File: config.mk
export PLATFORM = sky130hd
export DESIGN_NAME = instr_fetch_flat
export DESIGN_NICKNAME = d
export VERILOG_FILES = /design/src/rtl/rv32i_pkg.sv /design/src/rtl/instr_fetch_if.sv /design/src/rtl/fetch_fifo.sv /design/src/rtl/instr_fetch.sv /design/src/flat_wrapper.sv
export SDC_FILE = /design/constraint.sdc
export NUM_CORES = 1
export LEC_CHECK = 0
export CAP_MARGIN = 15
export CORE_MARGIN = 1.5
export CORE_UTILIZATION = 31
export DETAILED_ROUTE_END_ITERATION = 6
export MAX_ROUTING_LAYER = met4
export PLACE_DENSITY = 0.69
export SYNTH_ARGS = -nofsm -noshare
export SYNTH_HDL_FRONTEND = slang
export SYNTH_SLANG_ARGS = --single-unit
File: constraint.sdc
create_clock -name clk -period 5.9 [get_ports clk]
set_input_delay 0.885 -clock clk [delete_from_list [all_inputs] [get_ports clk]]
set_output_delay 0.885 -clock clk [all_outputs]
set_load 0.005 [all_outputs]
File: src/rtl/rv32i_pkg.sv
// Shared RV32I front-end types: datapath width, fetch FSM states and the
// {pc, instr} record carried from fetch to decode.
package rv32i_pkg;

    localparam int XLEN = 32;

    localparam logic [31:0] INSTR_NOP = 32'h0000_0013;

    typedef enum logic [1:0] {
        S_REQ,
        S_WAIT,
        S_KILL
    } fetch_state_t;

    typedef struct packed {
        logic [XLEN-1:0] pc;
        logic [31:0]     instr;
    } fetch_entry_t;

endpackage

File: src/rtl/instr_fetch_if.sv
// Bundle of everything the fetch stage exchanges with program_counter,
// instruction memory, execute (redirects) and decode.
interface instr_fetch_if #(
    parameter int XLEN = 32
);
    logic [XLEN-1:0] pc;
    logic            pc_enable;
    logic            pc_load;
    logic [XLEN-1:0] pc_addr;
    logic            redirect_valid;
    logic [XLEN-1:0] redirect_addr;
    logic            imem_req_valid;
    logic            imem_req_ready;
    logic [XLEN-1:0] imem_req_addr;
    logic            imem_rsp_valid;
    logic [31:0]     imem_rsp_data;
    logic            if_valid;
    logic            if_ready;
    logic [XLEN-1:0] if_pc;
    logic [31:0]     if_instr;

    // master = the fetch stage, slave = its surroundings
    modport master (
        input  pc, redirect_valid, redirect_addr, imem_req_ready,
               imem_rsp_valid, imem_rsp_data, if_ready,
        output pc_enable, pc_load, pc_addr, imem_req_valid, imem_req_addr,
               if_valid, if_pc, if_instr
    );

    modport slave (
        output pc, redirect_valid, redirect_addr, imem_req_ready,
               imem_rsp_valid, imem_rsp_data, if_ready,
        input  pc_enable, pc_load, pc_addr, imem_req_valid, imem_req_addr,
               if_valid, if_pc, if_instr
    );

endinterface

File: src/rtl/fetch_fifo.sv
// Small power-of-two FIFO holding fetched {pc, instr} entries; flush empties it
// and takes priority over a push or pop in the same cycle.
module fetch_fifo
    import rv32i_pkg::*;
#(
    parameter int  DEPTH   = 2,
    parameter type ENTRY_T = fetch_entry_t,
    localparam int PW      = $clog2(DEPTH),
    localparam int CW      = $clog2(DEPTH) + 1
) (
    input  logic          clk,
    input  logic          rst,
    input  logic          push,
    input  logic          pop,
    input  logic          flush,
    input  ENTRY_T        push_data,
    output logic [CW-1:0] count,
    output ENTRY_T        head
);

    ENTRY_T        mem [DEPTH];
    logic [PW-1:0] wr_ptr;
    logic [PW-1:0] rd_ptr;

    // Storage is cleared on reset so the head reads as zero straight out of reset.
    always_ff @(posedge clk or posedge rst) begin
        if (rst) begin
            wr_ptr <= '0;
            rd_ptr <= '0;
            count  <= '0;
            for (int i = 0; i < DEPTH; i++) begin
                mem[i] <= '0;
            end
        end else if (flush) begin
            wr_ptr <= '0;
            rd_ptr <= '0;
            count  <= '0;
        end else begin
            if (push) begin
                mem[wr_ptr] <= push_data;
                wr_ptr      <= wr_ptr + PW'(1);
            end
            if (pop) begin
                rd_ptr <= rd_ptr + PW'(1);
            end
            count <= count + CW'(push) - CW'(pop);
        end
    end

    assign head = mem[rd_ptr];

endmodule

File: src/rtl/instr_fetch.sv
// Fetch stage: issues one outstanding word read per PC, buffers responses for
// decode, and steps or reloads program_counter.
module instr_fetch
    import rv32i_pkg::*;
#(
    parameter int XLEN  = rv32i_pkg::XLEN,
    parameter int DEPTH = 2,
    localparam int CW   = $clog2(DEPTH) + 1
) (
    input  logic          clk,
    input  logic          rst,
    instr_fetch_if.master bus
);

    fetch_state_t    state;
    logic [XLEN-1:0] req_pc;
    logic [CW-1:0]   count;
    logic [CW:0]     occupied;
    logic            space;
    logic            req_valid;
    logic            accept;
    logic            push;
    logic            pop;
    fetch_entry_t    push_entry;
    fetch_entry_t    head;

    // A pending response already owns a FIFO slot, so it counts against space.
    assign occupied  = {1'b0, count} + {{CW{1'b0}}, (state != S_REQ)};
    assign space     = occupied < (CW + 1)'(DEPTH);
    assign req_valid = ~rst & (state == S_REQ) & space & ~bus.redirect_valid;
    assign accept    = req_valid & bus.imem_req_ready;

    assign push = (state == S_WAIT) & bus.imem_rsp_valid & ~bus.redirect_valid;
    assign pop  = (count != '0) & bus.if_ready & ~bus.redirect_valid;

    assign push_entry.pc    = req_pc;
    assign push_entry.instr = bus.imem_rsp_data;

    assign bus.imem_req_valid = req_valid;
    assign bus.imem_req_addr  = rst ? '0 : {bus.pc[XLEN-1:2], 2'b00};
    assign bus.pc_enable      = ~rst & (bus.redirect_valid | accept);
    assign bus.pc_load        = ~rst & bus.redirect_valid;
    assign bus.pc_addr        = (~rst & bus.redirect_valid) ? bus.redirect_addr : '0;

    assign bus.if_valid = (count != '0);
    assign bus.if_pc    = head.pc;
    assign bus.if_instr = head.instr;

    // A response arriving in a redirect cycle retires the read (and is dropped),
    // so the FSM never waits for a second response that will not come.
    always_ff @(posedge clk or posedge rst) begin
        if (rst) begin
            state  <= S_REQ;
            req_pc <= '0;
        end else begin
            case (state)
                S_REQ: begin
                    if (accept) begin
                        req_pc <= bus.pc;
                        state  <= S_WAIT;
                    end
                end
                S_WAIT: begin
                    if (bus.imem_rsp_valid) begin
                        state <= S_REQ;
                    end else if (bus.redirect_valid) begin
                        state <= S_KILL;
                    end
                end
                S_KILL: begin
                    if (bus.imem_rsp_valid) begin
                        state <= S_REQ;
                    end
                end
                default: state <= S_REQ;
            endcase
        end
    end

    fetch_fifo #(
        .DEPTH   (DEPTH),
        .ENTRY_T (fetch_entry_t)
    ) u_fifo (
        .clk       (clk),
        .rst       (rst),
        .push      (push),
        .pop       (pop),
        .flush     (bus.redirect_valid),
        .push_data (push_entry),
        .count     (count),
        .head      (head)
    );

    // Memory must never answer while no read is pending.
    assert property (@(posedge clk) disable iff (rst)
        !((state == S_REQ) && bus.imem_rsp_valid));

endmodule

File: src/flat_wrapper.sv
// flat-port wrapper written by rule: the top's interface ports become plain ports
module instr_fetch_flat import rv32i_pkg::*;
#(
    parameter int XLEN  = rv32i_pkg::XLEN,
    parameter int DEPTH = 2,
    localparam int CW   = $clog2(DEPTH) + 1
)
  (clk, rst, bus_pc, bus_redirect_valid, bus_redirect_addr, bus_imem_req_ready, bus_imem_rsp_valid, bus_imem_rsp_data, bus_if_ready, bus_pc_enable, bus_pc_load, bus_pc_addr, bus_imem_req_valid, bus_imem_req_addr, bus_if_valid, bus_if_pc, bus_if_instr);
  instr_fetch_if #(.XLEN(XLEN)) bus_i ();
  input  logic clk;
  input  logic rst;
  input wire logic [$bits(bus_i.pc)-1:0] bus_pc;
  input wire logic [$bits(bus_i.redirect_valid)-1:0] bus_redirect_valid;
  input wire logic [$bits(bus_i.redirect_addr)-1:0] bus_redirect_addr;
  input wire logic [$bits(bus_i.imem_req_ready)-1:0] bus_imem_req_ready;
  input wire logic [$bits(bus_i.imem_rsp_valid)-1:0] bus_imem_rsp_valid;
  input wire logic [$bits(bus_i.imem_rsp_data)-1:0] bus_imem_rsp_data;
  input wire logic [$bits(bus_i.if_ready)-1:0] bus_if_ready;
  output wire logic [$bits(bus_i.pc_enable)-1:0] bus_pc_enable;
  output wire logic [$bits(bus_i.pc_load)-1:0] bus_pc_load;
  output wire logic [$bits(bus_i.pc_addr)-1:0] bus_pc_addr;
  output wire logic [$bits(bus_i.imem_req_valid)-1:0] bus_imem_req_valid;
  output wire logic [$bits(bus_i.imem_req_addr)-1:0] bus_imem_req_addr;
  output wire logic [$bits(bus_i.if_valid)-1:0] bus_if_valid;
  output wire logic [$bits(bus_i.if_pc)-1:0] bus_if_pc;
  output wire logic [$bits(bus_i.if_instr)-1:0] bus_if_instr;
  assign bus_i.pc = bus_pc;
  assign bus_i.redirect_valid = bus_redirect_valid;
  assign bus_i.redirect_addr = bus_redirect_addr;
  assign bus_i.imem_req_ready = bus_imem_req_ready;
  assign bus_i.imem_rsp_valid = bus_imem_rsp_valid;
  assign bus_i.imem_rsp_data = bus_imem_rsp_data;
  assign bus_i.if_ready = bus_if_ready;
  assign bus_pc_enable = bus_i.pc_enable;
  assign bus_pc_load = bus_i.pc_load;
  assign bus_pc_addr = bus_i.pc_addr;
  assign bus_imem_req_valid = bus_i.imem_req_valid;
  assign bus_imem_req_addr = bus_i.imem_req_addr;
  assign bus_if_valid = bus_i.if_valid;
  assign bus_if_pc = bus_i.if_pc;
  assign bus_if_instr = bus_i.if_instr;
  instr_fetch #(.XLEN(XLEN), .DEPTH(DEPTH)) u_core (.clk(clk), .rst(rst), .bus(bus_i));
endmodule
* Word-level counts from Yosys, hierarchy flattened
Index checks and enable logic that the tools add are counted.
Storage, ports and cells: flip-flop bits (word level) 166, input bits 102, output and inout port bits 132
Cells by class: $add $sub $neg 5, order comparisons 4, equality and inequality tests 5, mux-type cells 18, bitwise logic cells 15, reductions and logical operators 9
Operators with widths (number):
- 64-bit 2-to-1 mux | 4
- 128-bit bitwise mux | 1
- 64-bit demux with 1-bit select | 1
- 32-bit 2-to-1 mux | 2
- 1-bit AND | 10
- 2-bit 2-to-1 mux | 5
- 2-bit nonzero test | 4
- 2-bit case mux with 3 select lines | 1
- 2-bit greater-or-equal comparator, second input constant | 2
- 1-bit 2-to-1 mux | 4
- 1-bit NOT with 2-bit output | 2
- 2-bit AND reduction | 2
- 2-bit by 1-bit adder with 3-bit output | 1
- 3-bit by 2-bit < comparator with 1-bit output, second input constant | 1
- 3-bit inequality test, second input constant | 1
- 3-bit AND reduction | 1
- 1-bit adder, second input constant | 2
- 2-bit by 1-bit adder with 2-bit output | 1
- 2-bit by 1-bit == test with 1-bit output, second input constant | 1
- 2-bit == test, second input constant | 1
- 2-bit logical NOT | 1
- 2-bit by 1-bit < comparator with 1-bit output, second input constant | 1
- 2-bit by 1-bit inequality test with 1-bit output, second input constant | 1
- 2-bit inequality test, second input constant | 1
- 4 further kinds | 5

* Logic depth before layout (Yosys ltp)
depth in word-level cells 8, gate-level depth with buffers 7

* Cells and area by module
Synthesis repeated with hierarchy kept, for this count alone.
Unflattened totals: cell total of the unflattened synthesis 515, area, all modules 8027.7 sq um
Modules (own cells, without submodules):
- fetch_fifo | times used 1, cells each 359, area each 6142.1 sq um, sequential area each 3303.2 sq um
- instr_fetch | times used 1, cells each 156, area each 1885.6 sq um, sequential area each 850.8 sq um

* Least setup slack after synthesis
OpenSTA, ideal clock, no wires.
path type input port to output port, from in bus_redirect_valid, to out bus_pc_enable, data arrival time 2.244 ns, slack 2.771 ns, cell stages on the path 6, buffers on the path 3, path through buf_6 or4_4 or3b_1 buf_6 buf_8 nand2_1
On the way: word-level cells in the longest chain between the ends 5
Ends and longest elaborated chain:
- start, declared | RTL line flat_wrapper.sv:13 | input wire logic [$bits(bus_i.redirect_valid)-1:0] bus_redirect_valid;
- 1-bit NOT (no source line)
- 1-bit AND | RTL line instr_fetch.sv:30 | assign req_valid = ~rst & (state == S_REQ) & space & ~bus.redirect_valid;
- 1-bit AND | RTL line instr_fetch.sv:31 | assign accept = req_valid & bus.imem_req_ready;
- 1-bit OR (*) | RTL line instr_fetch.sv:41 | assign bus.pc_enable = ~rst & (bus.redirect_valid | accept);
- 1-bit AND (*) | RTL line instr_fetch.sv:41
- end, declared | RTL line flat_wrapper.sv:19 | output wire logic [$bits(bus_i.pc_enable)-1:0] bus_pc_enable;
Every way passes the cells marked *; elsewhere a longest branch is shown, timed or not.

* Worst setup path in the final report
from in bus_redirect_valid, to out bus_pc_addr[13]
On the way: word-level cells in the longest chain between the ends 2
Ends and longest elaborated chain:
- 1-bit AND | RTL line instr_fetch.sv:43 | assign bus.pc_addr = (~rst & bus.redirect_valid) ? bus.redirect_addr : '0;
- 32-bit 2-to-1 mux | RTL line instr_fetch.sv:43
- end, declared | RTL line flat_wrapper.sv:21 | output wire logic [$bits(bus_i.pc_addr)-1:0] bus_pc_addr;
No other way between the ends.

==> results.ini <==
[sta]
slew_viol_final=0
setup_tns_ps=0
slew-limit-headroom_pct=29.13
rsz0062_at_grt=no
tightest_slew_ps=1063
finClkSkew_ps=5.975
hold_viol=0
finalWorstSetupSlack_ps=1811
fin_crit_sh_pct=69.31
finalSetupViolCount=0
fin_crit_ps=4089
timing.fmax_mhz=244.5

[clock_tree]
cts.clk_slew.worst_paths_ps=60
clock_path_buffers=2
htreeDepth=4
postCtsSetupBuffers=0
holdBufCountCts=0
cts_root_buf=clkbuf_16
numCtsBuffers=17
insertion_delay_ps=410
post_cts_resized=0
cts_tree=yes
clock-sinks=166

[setup_path]
critical_path_buf_inv_count=2
cp_slowest_cell=nor2b_2
path_common_cell=clkdlybuf4s50_1
end_kind=output pin
r2r-end=u_core.req_pc[27]
rrSetupSlack_ps=3590
path_max_fanout=34
slowest_delay_ps=860
r2r_start=u_core.state[0]
cp.required_ps=5020
path_cells=clkdlybuf4s50_1 -> nor2b_2 -> and2_1 -> clkdlybuf4s50_1
critPathKind=input port to output pin
crit_cells=4
cp.arrival_ps=3200
cp_top_family=buffers and inverters
reg2regPathDepth=4
startpoint_type=input port

[die]
die_w_um=159.3
die_area_um2=25390
core_um2=24180
io_pins=234
row_count=57
die-height_um=159.3
start_util_pct=31.34

[global_routing]
grt_use_total_pct=14.15
grtUsageMet3_pct=4.011
grt_max_degree=69
antenna_found_initial=0
busiest_layer=met2
grt_overflow_total=0
grtUsageMet2_pct=23.38
met1_usage_pct=17.30
grt_pass1_wl_mm=27.40
grt_pass1_vias=5055

[placed_design]
dp_hpwl_mm=11.03
gp_congestion=0.7415
place_ws_ps=1813
io_buffers=231

[drt]
drt_first_pass_iters=4
wl_mm=16.93
antenna_left=0
vias_per_cell=4.422
drt_first_iter_violations=98
vias=4754
wl_per_cell_um=15.75
drc=0

[outcome]
status=completed

[synthesis]
yosysWarnings=0
syn_avg_cell_area_um2=14.65
synth_cell_types=27
yosysSeqAreaShare_pct=54.83
synth_seq_cells=166
netlist_area_um2=7576
synthCells=517

[layout]
final_common_cell=clkdlybuf4s50_1
antennaDiodeCount=0
final_cell_mix=clkdlybuf4s50_1, mux2_2, dfrtp_1
nets=843
area_delta_synth_final_pct=42.76
final_layout_size_suffix_gt1_share_pct=35.69
fin_util_pct=44.73

[power_and_ir_drop]
ir_drop_mv=0.1282
power_density_nw_per_um2=350.6
p_leak_nw=4.814

[job]
drv_cap=0

[min_path]
min_path_type=register to register
holdPathEnd=u_core.u_fifo.mem[57]
hp-start=u_core.u_fifo.mem[57]
holdPathStages=1

## kinds of logic after synthesis
family | after synthesis | share of synthesized area, %
mux | 224 | 34.68
simple gates | 79 | 6.474
compound gates | 3 | 0.2476
other cells | 1 | 0.04950
xor+xnor | 4 | 0.4625
flops | 166 | 54.83
fa+ha+maj | 2 | 0.3303
buf+inv | 38 | 2.923
## worst max-delay path by stage
stage                       startpoint                to  slack (ps)
floorplan                          rst  u_core.req_pc[0]         320
global placement    bus_redirect_valid     bus_pc_enable        1850
detailed placement  bus_redirect_valid   bus_pc_addr[12]        1810
CTS                 bus_redirect_valid   bus_pc_addr[12]        1810
global route        bus_redirect_valid   bus_pc_addr[12]        1610
finish              bus_redirect_valid   bus_pc_addr[13]        1810
## power by group
part           total (mW)  switching, mW  leakage, nW  internal (mW)
clock                1.24          0.451        0.327          0.787
sequential           1.54          0.141         2.14           1.40
combinational        1.02          0.284         2.35          0.733
## cells in the mapped netlist
cell / count / share of area [%]
nand2_1: 1 / 0.049
a21oi_1: 1 / 0.066
o41ai_1: 1 / 0.12
and2_1: 32 / 2.6
o21ai_0: 1 / 0.066
buf_12: 2 / 0.53
or2_2: 2 / 0.17
or4_4: 1 / 0.15
nand4bb_1: 1 / 0.15
mux2_2: 196 / 29
inv_1: 5 / 0.25
buf_8: 1 / 0.20
nor2_1: 7 / 0.35
dfrtp_1: 166 / 55
xnor2_1: 2 / 0.23
nand3b_1: 1 / 0.099
buf_2: 10 / 0.66
xor2_1: 2 / 0.23
nor2b_1: 32 / 2.6
and3b_1: 1 / 0.12
ha_1: 2 / 0.33
buf_6: 2 / 0.30
mux2_4: 28 / 5.5
buf_4: 2 / 0.20
clkbuf_1: 16 / 0.79
conb_1: 1 / 0.049
or3b_1: 1 / 0.12
## state kept, by name, summed over array words and instances (netlist names)
| register | cells |
|---|---|
| u_core.u_fifo.mem | 128 |
| u_core.u_fifo.wr_ptr | 1 |
| u_core.u_fifo.count | 2 |
| u_core.req_pc | 32 |
| u_core.state | 2 |
| u_core.u_fifo.rd_ptr | 1 |
## layout make-up
cell class	instances	area (µm²)
Clock buffer	20	466.7
Inverter	5	23.77
Tap cell	324	405.4
Fill cell	2228	13360
Sequential cell	166	4158
Timing Repair Buffer	235	2350
Clock inverter	11	195.2
Multi-Input combinational cell	314	3217
## routing by layer
metal  vias up  wire length, µm
met3         5              878
met4         0               55
met5         -                0
met1      2365             7666
met2       146             8329
li1       2238                -
## stage by stage
step                hold slack (ps)  power (mW)  area, µm²  instances
finish                        499.1       3.791      10820       1075
detailed placement            486.9       2.592      10150       1044
global route                  512.3       4.007      10820       1075
CTS                           501.8       3.860      10820       1075
global placement              480.9       2.576      10150       1044
floorplan                     473.7       2.024       7580        518
Note: power is estimated with default switching activity, not from simulation.
